$ cat src/rtl/issue_controller.sv
// Instruction queue and in-order issue scheduler between the Fetcher and the Decoder.
// Fetched instructions are buffered in a circular FIFO. At most one head entry is
// issued per cycle, and only when the ROB and the destination unit (LSB for
// LOAD/STORE, RS otherwise) can accept it. Issue outputs are registered.
module issue_controller #(
    parameter int ADDR_WIDTH = 4
) (
    input  logic        clk_in,
    input  logic        rst_in,
    input  logic        rdy_in,
    input  logic        rob_clear_in,
    input  logic        fet_valid_in,
    input  logic [31:0] fet_inst_in,
    input  logic [31:0] fet_pc_in,
    input  logic [31:0] fet_predict_pc_in,
    output logic        fet_full_out,
    input  logic        rob_full_in,
    input  logic        rs_full_in,
    input  logic        lsb_full_in,
    output logic        dec_issue_out,
    output logic [31:0] dec_inst_out,
    output logic [31:0] dec_pc_out,
    output logic [31:0] dec_predict_pc_out
);

    localparam int DEPTH = 2 ** ADDR_WIDTH;
    localparam logic [ADDR_WIDTH:0] FULL_COUNT = (ADDR_WIDTH + 1)'(DEPTH);
    localparam logic [6:0] OP_LOAD  = 7'b0000011;
    localparam logic [6:0] OP_STORE = 7'b0100011;

    logic [31:0] inst_mem [DEPTH];
    logic [31:0] pc_mem   [DEPTH];
    logic [31:0] pred_mem [DEPTH];

    logic [ADDR_WIDTH-1:0] head;
    logic [ADDR_WIDTH-1:0] tail;
    logic [ADDR_WIDTH:0]   count;

    logic       push;
    logic       pop;
    logic       head_is_mem;
    logic [6:0] head_opcode;

    assign fet_full_out = (count == FULL_COUNT);

    // Push/pop qualification before flush/freeze gating; head class selects LSB or RS
    always_comb begin
        head_opcode = inst_mem[head][6:0];
        head_is_mem = (head_opcode == OP_LOAD) || (head_opcode == OP_STORE);
        push        = fet_valid_in && !fet_full_out;
        pop         = (count != '0) && !rob_full_in &&
                      (head_is_mem ? !lsb_full_in : !rs_full_in);
    end

    // Queue storage: written at tail on an accepted push in a normal cycle
    always_ff @(posedge clk_in) begin
        if (!rst_in && !rob_clear_in && rdy_in && push) begin
            inst_mem[tail] <= fet_inst_in;
            pc_mem[tail]   <= fet_pc_in;
            pred_mem[tail] <= fet_predict_pc_in;
        end
    end

    // Pointers, occupancy and registered issue outputs; reset > flush > freeze > normal
    always_ff @(posedge clk_in) begin
        if (rst_in) begin
            head               <= '0;
            tail               <= '0;
            count              <= '0;
            dec_issue_out      <= 1'b0;
            dec_inst_out       <= '0;
            dec_pc_out         <= '0;
            dec_predict_pc_out <= '0;
        end else if (rob_clear_in) begin
            head          <= '0;
            tail          <= '0;
            count         <= '0;
            dec_issue_out <= 1'b0;
        end else if (!rdy_in) begin
            dec_issue_out <= 1'b0;
        end else begin
            dec_issue_out <= pop;
            if (push) begin
                tail <= tail + ADDR_WIDTH'(1);
            end
            if (pop) begin
                head               <= head + ADDR_WIDTH'(1);
                dec_inst_out       <= inst_mem[head];
                dec_pc_out         <= pc_mem[head];
                dec_predict_pc_out <= pred_mem[head];
            end
            case ({push, pop})
                2'b10:   count <= count + (ADDR_WIDTH + 1)'(1);
                2'b01:   count <= count - (ADDR_WIDTH + 1)'(1);
                default: count <= count;
            endcase
        end
    end

endmodule

$ cat config.mk
export PLATFORM = sky130hd
export DESIGN_NAME = issue_controller
export DESIGN_NICKNAME = d
export VERILOG_FILES = /design/src/rtl/issue_controller.sv
export SDC_FILE = /design/constraint.sdc
export NUM_CORES = 2
export LEC_CHECK = 0
export CORE_MARGIN = 4
export CORE_UTILIZATION = 57
export CTS_BUF_LIST = sky130_fd_sc_hd__clkbuf_2
export DETAILED_ROUTE_END_ITERATION = 8
export GPL_ROUTABILITY_DRIVEN = 1
export HOLD_SLACK_MARGIN = 0.1
export PLACE_DENSITY = 0.78
export SETUP_SLACK_MARGIN = 0.1
export SYNTH_ARGS = -nofsm -noshare
export SYNTH_HDL_FRONTEND = slang
export SYNTH_SLANG_ARGS = --single-unit
$ cat constraint.sdc
create_clock -name clk_in -period 6.19 [get_ports clk_in]
set_input_delay 0.9285 -clock clk_in [delete_from_list [all_inputs] [get_ports clk_in]]
set_output_delay 0.9285 -clock clk_in [all_outputs]
set_load 0.1 [all_outputs]
Word level (Yosys, flattened, before mapping)
Memory sizes are Yosys's and may differ from the RTL's. A register that Yosys moved wholly into a read port is not among the register bits. Index checks and enable logic that the tools add are counted.

Output and inout port bits: 98. Input port bits: 104. RAM bits: 1536. Register bits after elaboration: 46. Memories kept: 3. Bits in latches: 0. ROM bits: 0.

Bitwise gates (word level): 2. Magnitude comparators: 0. Muxes and demuxes: 6. Add/sub/neg operators: 4. Equality and inequality tests: 5. Reductions and logical operators: 21. $mul: 0. Divide/modulo/power cells: 0. Shift-type cells: 0.

Memories: inst_mem (depth 16, bits a word 32, rd ports 1, clocked after Yosys merged registers in 1, write ports 1, RTL line 31) `logic [31:0] inst_mem [DEPTH];`; pc_mem (depth 16, bits a word 32, rd ports 1, clocked after Yosys merged registers in 1, write ports 1, RTL line 32) `logic [31:0] pc_mem [DEPTH];`; pred_mem (depth 16, bits a word 32, rd ports 1, clocked after Yosys merged registers in 1, write ports 1, RTL line 33) `logic [31:0] pred_mem [DEPTH];`.

Operator list (count): $pmux 5 s2 (1); $add 4x1->4 const B (2); $mux 4 (2); $eq 7x2->1 const B (1); $eq 7x6->1 const B (1); $logic_and 1x1->1 (6); $logic_not 1->1 (6); $reduce_and 2->1 (3); $add 5x1->5 const B (1); $eq 5x5->1 const B (1); $reduce_bool 5->1 (1); $sub 5x1->5 const B (1); $mux 1 (3); $reduce_and 3->1 (1); $reduce_or 3->1 (1); $eq 2x1->1 const B (1); $eq 2x2->1 const B (1); $not 1->1 (2); $reduce_bool 2->1 (1); $reduce_or 2->1 (1); $logic_or 1x1->1 (1).

Logic depth before layout (Yosys ltp)
Depth after elaboration: 7. Depth in mapped cells: 18.

Worst setup path before layout
No wires, ideal clock.

Kind: input port to flip-flop. From: in rob_clear_in. To: mem inst_mem[0][0], enable pin. Stages on the path: 4. Slack: -111 ps. Arrival: 5749 ps. Buffers on the path: 1. Setup time: 552 ps. Required time: 5638 ps. Cell sequence: or2_2 > clkbuf_1 > or3_1 > nor2_1.

Cells in the longest elaborated chain, start to end: 6.

Ends and longest elaborated chain: start: declaration (RTL line 11) `input logic rob_clear_in,`; $logic_not 1->1 (RTL line 57) `if (!rst_in && !rob_clear_in && rdy_in && push) begin`; $logic_and 1x1->1 (3 in series) (RTL line 57); $mux 1 (RTL line 57); $mux 1 (not written as such) (RTL line 58) `inst_mem[tail] <= fet_inst_in;`; end: declaration (RTL line 31).

No other way between the ends.

Worst setup path after layout
From: reg count[0]. To: out fet_full_out.

Cells in the longest elaborated chain, start to end: 1.

Ends and longest elaborated chain: start: declaration (RTL line 37) `logic [ADDR_WIDTH:0] count;`; start signal: assignment (RTL line 93) `2'b10: count <= count + (ADDR_WIDTH + 1)'(1);`; start signal: assignment (RTL line 94) `2'b01: count <= count - (ADDR_WIDTH + 1)'(1);`; start signal: assignment (RTL line 95) `default: count <= count;`; $eq 5x5->1 (RTL line 44) `assign fet_full_out = (count == FULL_COUNT);`; end: declaration (RTL line 16) `output logic fet_full_out,`.

No other way between the ends.

==> flow_summary.yaml <==
status:
  status: "complete, no violations"
clocking:
  h-tree-depth: 5
  ctsHoldBuffers: 56
  cts_buffers: 396
  clock_latency_ps: 1630
  post_cts_buffers: 0
  tritoncts: "built"
  cts_sinks: 1650
  cts_resized: 0
  cts_root_buffer: "clkbuf_2"
  cts.reportedPaths.clkPinSlew_ps: 110
  cts.path.max_buffers: 4
cells_and_area:
  fill_cells: 7132
  stdcell_area_um2: 70300
  final_nets: 3458
  area_delta_synth_final_pct: 12.8
  layout-drive-gt1-share_pct: 31.1
yosys:
  synthCells: 2803
  synth.distinct_cells: 52
  ys_seq_elements: 1650
  synth_most_common_cell: "edfxtp_1"
  synth-main-ff-cell: "edfxtp_1"
  ys_warn_count: 0
  synth_seq_area_share_pct: 77.7
  syn_nets: 2917
  synthArstFlopShare_pct: 0
  synth_top_area_cell: "edfxtp_1"
  synth_top_area_share_pct: 74.0
  synth_simple_gate_area_share_pct: 1.57
  avgSynthCellArea_um2: 22.2
  synth_top_family_by_area: "multiplexers"
  synth-xor-area-share_pct: 0.112
  synthTopCellsByArea: "edfxtp_1, mux4_2, dfxtp_1, mux2i_1, a21oi_1"
  synthAdderAreaFrac_pct: 0.213
  synth_commonest_cells: "edfxtp_1, mux4_2, dfxtp_1"
  synth.cell_area_um2: 62300
  yosys-mux-area-fraction_pct: 16.8
  synth-edff-count: 1536
  synth_compound_area_share_pct: 2.44
place:
  gp_congestion: 0.785
  port_buffers: 201
  placed_area_um2: 66200
  dp_hpwl_um: 72000
hold_path:
  hold_class: "in -> reg"
  hold_depth: 1
  hold_start: "fet_inst_in[23]"
  holdPathEnd: "inst_mem[8][23]"
power_and_ir_drop:
  p_sw_mw: 4.33
  leakage_nw: 21.8
  power_frac_clock_pct: 34.7
  combPwrFrac_pct: 2.0
  internal_power_mw: 14.9
  power_density_nw_per_um2: 274
  fin_total_pwr_mw: 19.2
  pwr-share-seq_pct: 63.3
  p_sw_share_pct: 22.5
  peakVddDrop_mv: 0.182
sta:
  setup_viol: 0
  tns_ps: 0
  worst_pin_slew_ps: 1270
  fin_crit_ps: 4590
  skew_ps: 219
  rsz0062_at_grt: "no"
  layout_worst_path_cycle_share_pct: 74.1
  drv_slew: 0
  fmax_mhz: 218
  slew_headroom_pct: 15.2
  finalHoldViolCount: 0
global_routing:
  grt_max_degree: 121
  antenna_found_initial: 20
  grt_pass1_wl_um: 215000
  grtUsageTotal_pct: 25.5
  overflow: 0
  grt_pass1_vias: 33500
setup_path:
  crit_arrival_ps: 3660
  critPathKind: "reg -> out"
  cp_max_fo: 4
  start_kind: "flop"
  crit_path_end_kind: "output port"
  r2r-end: "count[4]"
  r2r_slack_ps: 1670
  cp.required_ps: 5260
  critPathLaunch: "count[0]"
  r2r_cells: 15
routing:
  drt_iter0_drc: 3906
  viasPerCell: 6.29
  routed_wl_um: 145000
  dr.pass1.iters: 5
  drc: 0
  ant_nets: 0
  vias: 32000
  wl_per_cell_um: 28.5
job:
  drv_cap: 0
floorplanning:
  start_util_pct: 57.3
  core-area_um2: 109000
  dieArea_um2: 115000
  io-pin-count: 202
  die_h_um: 339
  die_w_um: 339
  std_cell_rows: 121
==> worst max-delay path by stage <==
stage / end / slack (ps) / cells after the start
floorplan: inst_mem[0][0] / -110 / 4
global placement: count[4] / 1890 / 15
CTS: fet_full_out / 1340 / 4
finish: fet_full_out / 1600 / 4
detailed placement: count[4] / 1770 / 15
global route: fet_full_out / 1310 / 4
==> cells by family after synthesis <==
group | Yosys count
buf+inv | 175
simple gates | 199
mux | 502
compound gates | 259
xor+xnor | 8
fa+ha+maj | 10
flops | 1650
==> placed cells by master, fill, tap and decap left out, types with 4 or more instances in the layout <==
| cell | synthesis | routed |
|---|---|---|
| nand4b_1 | 4 | 4 |
| inv_2 | 0 | 6 |
| nor2b_1 | 5 | 5 |
| clkinvlp_4 | 0 | 4 |
| clkinv_2 | 0 | 15 |
| ha_1 | 9 | 9 |
| inv_1 | 6 | 4 |
| a22oi_1 | 13 | 13 |
| a21oi_1 | 100 | 100 |
| clkinv_1 | 0 | 90 |
| mux2i_1 | 67 | 67 |
| buf_12 | 0 | 23 |
| diode_2 | 0 | 24 |
| clkbuf_2 | 0 | 585 |
| nor2_1 | 36 | 20 |
| o21ai_1 | 35 | 35 |
| mux4_2 | 432 | 432 |
| a221oi_1 | 27 | 27 |
| dfxtp_1 | 114 | 108 |
| nand3_1 | 82 | 82 |
| nand2_1 | 24 | 24 |
| edfxtp_1 | 1536 | 1536 |
| clkdlybuf4s50_1 | 0 | 200 |
| nor3_1 | 29 | 29 |
| xnor2_1 | 6 | 6 |
| o21ai_0 | 60 | 60 |
| buf_4 | 13 | 33 |
| dlygate4sd3_1 | 0 | 56 |
| dfxtp_4 | 0 | 5 |
| nor2_4 | 0 | 16 |
| and2_1 | 4 | 4 |
==> layout make-up <==
type                    count  area, um2  area share, %
well taps                1414       1770           2.52
diodes                     24       60.1         0.0854
multi-input cells         978      13300           18.9
repair buffers            312       3270           4.65
flip-flops and latches   1650      48400           68.9
clock buffers             585       2930           4.16
inverters                   6       25.0         0.0356
clock inverters           119        548          0.780
==> critical path, stage by stage, from the launching register on <==
cell,delay (ps)
dfxtp_1,370
nor4_1,410
nand2_1,140
inv_1,120
clkdlybuf4s50_1,1140
==> power groups by stage <==
stage               Combinational, mW  Clock (mW)  Sequential (mW)
finish                          0.378        6.69             12.2
global route                    0.406        7.56             12.2
CTS                             0.375        6.85             12.2
detailed placement              0.341           0             12.4
global placement                0.319           0             12.4
floorplan                      0.0894           0             12.5
==> layer usage <==
layer	GRT usage, %	up-vias	routed length (um)
li1	-	13300	-
met1	33.9	16600	53000
met2	42.0	1872	73900
met3	6.40	237	14600
met4	8.60	4	3280
met5	0	-	23
==> through the flow <==
stage	hold WS, ps	utilization [%]	std cells	setup WS [ps]
2_1_floorplan	491	-	2803	-111
3_3_place_gp	452	60.9	4304	1890
3_5_place_dp	459	60.9	4304	1770
4_1_cts	101	64.6	5064	1340
5_1_grt	153	64.6	5076	1310
6_report	283	64.7	5088	1600
==> flip-flops by register name (all words and copies together) (netlist names), named ones only <==
| signal | count |
|---|---|
| inst_mem | 512 |
| dec_predict_pc_out | 32 |
| count | 5 |
| dec_inst_out | 32 |
| dec_issue_out | 1 |
| pred_mem | 512 |
| head | 4 |
| pc_mem | 512 |
| tail | 4 |
| dec_pc_out | 32 |
Note: power is estimated with default switching activity, not from simulation.
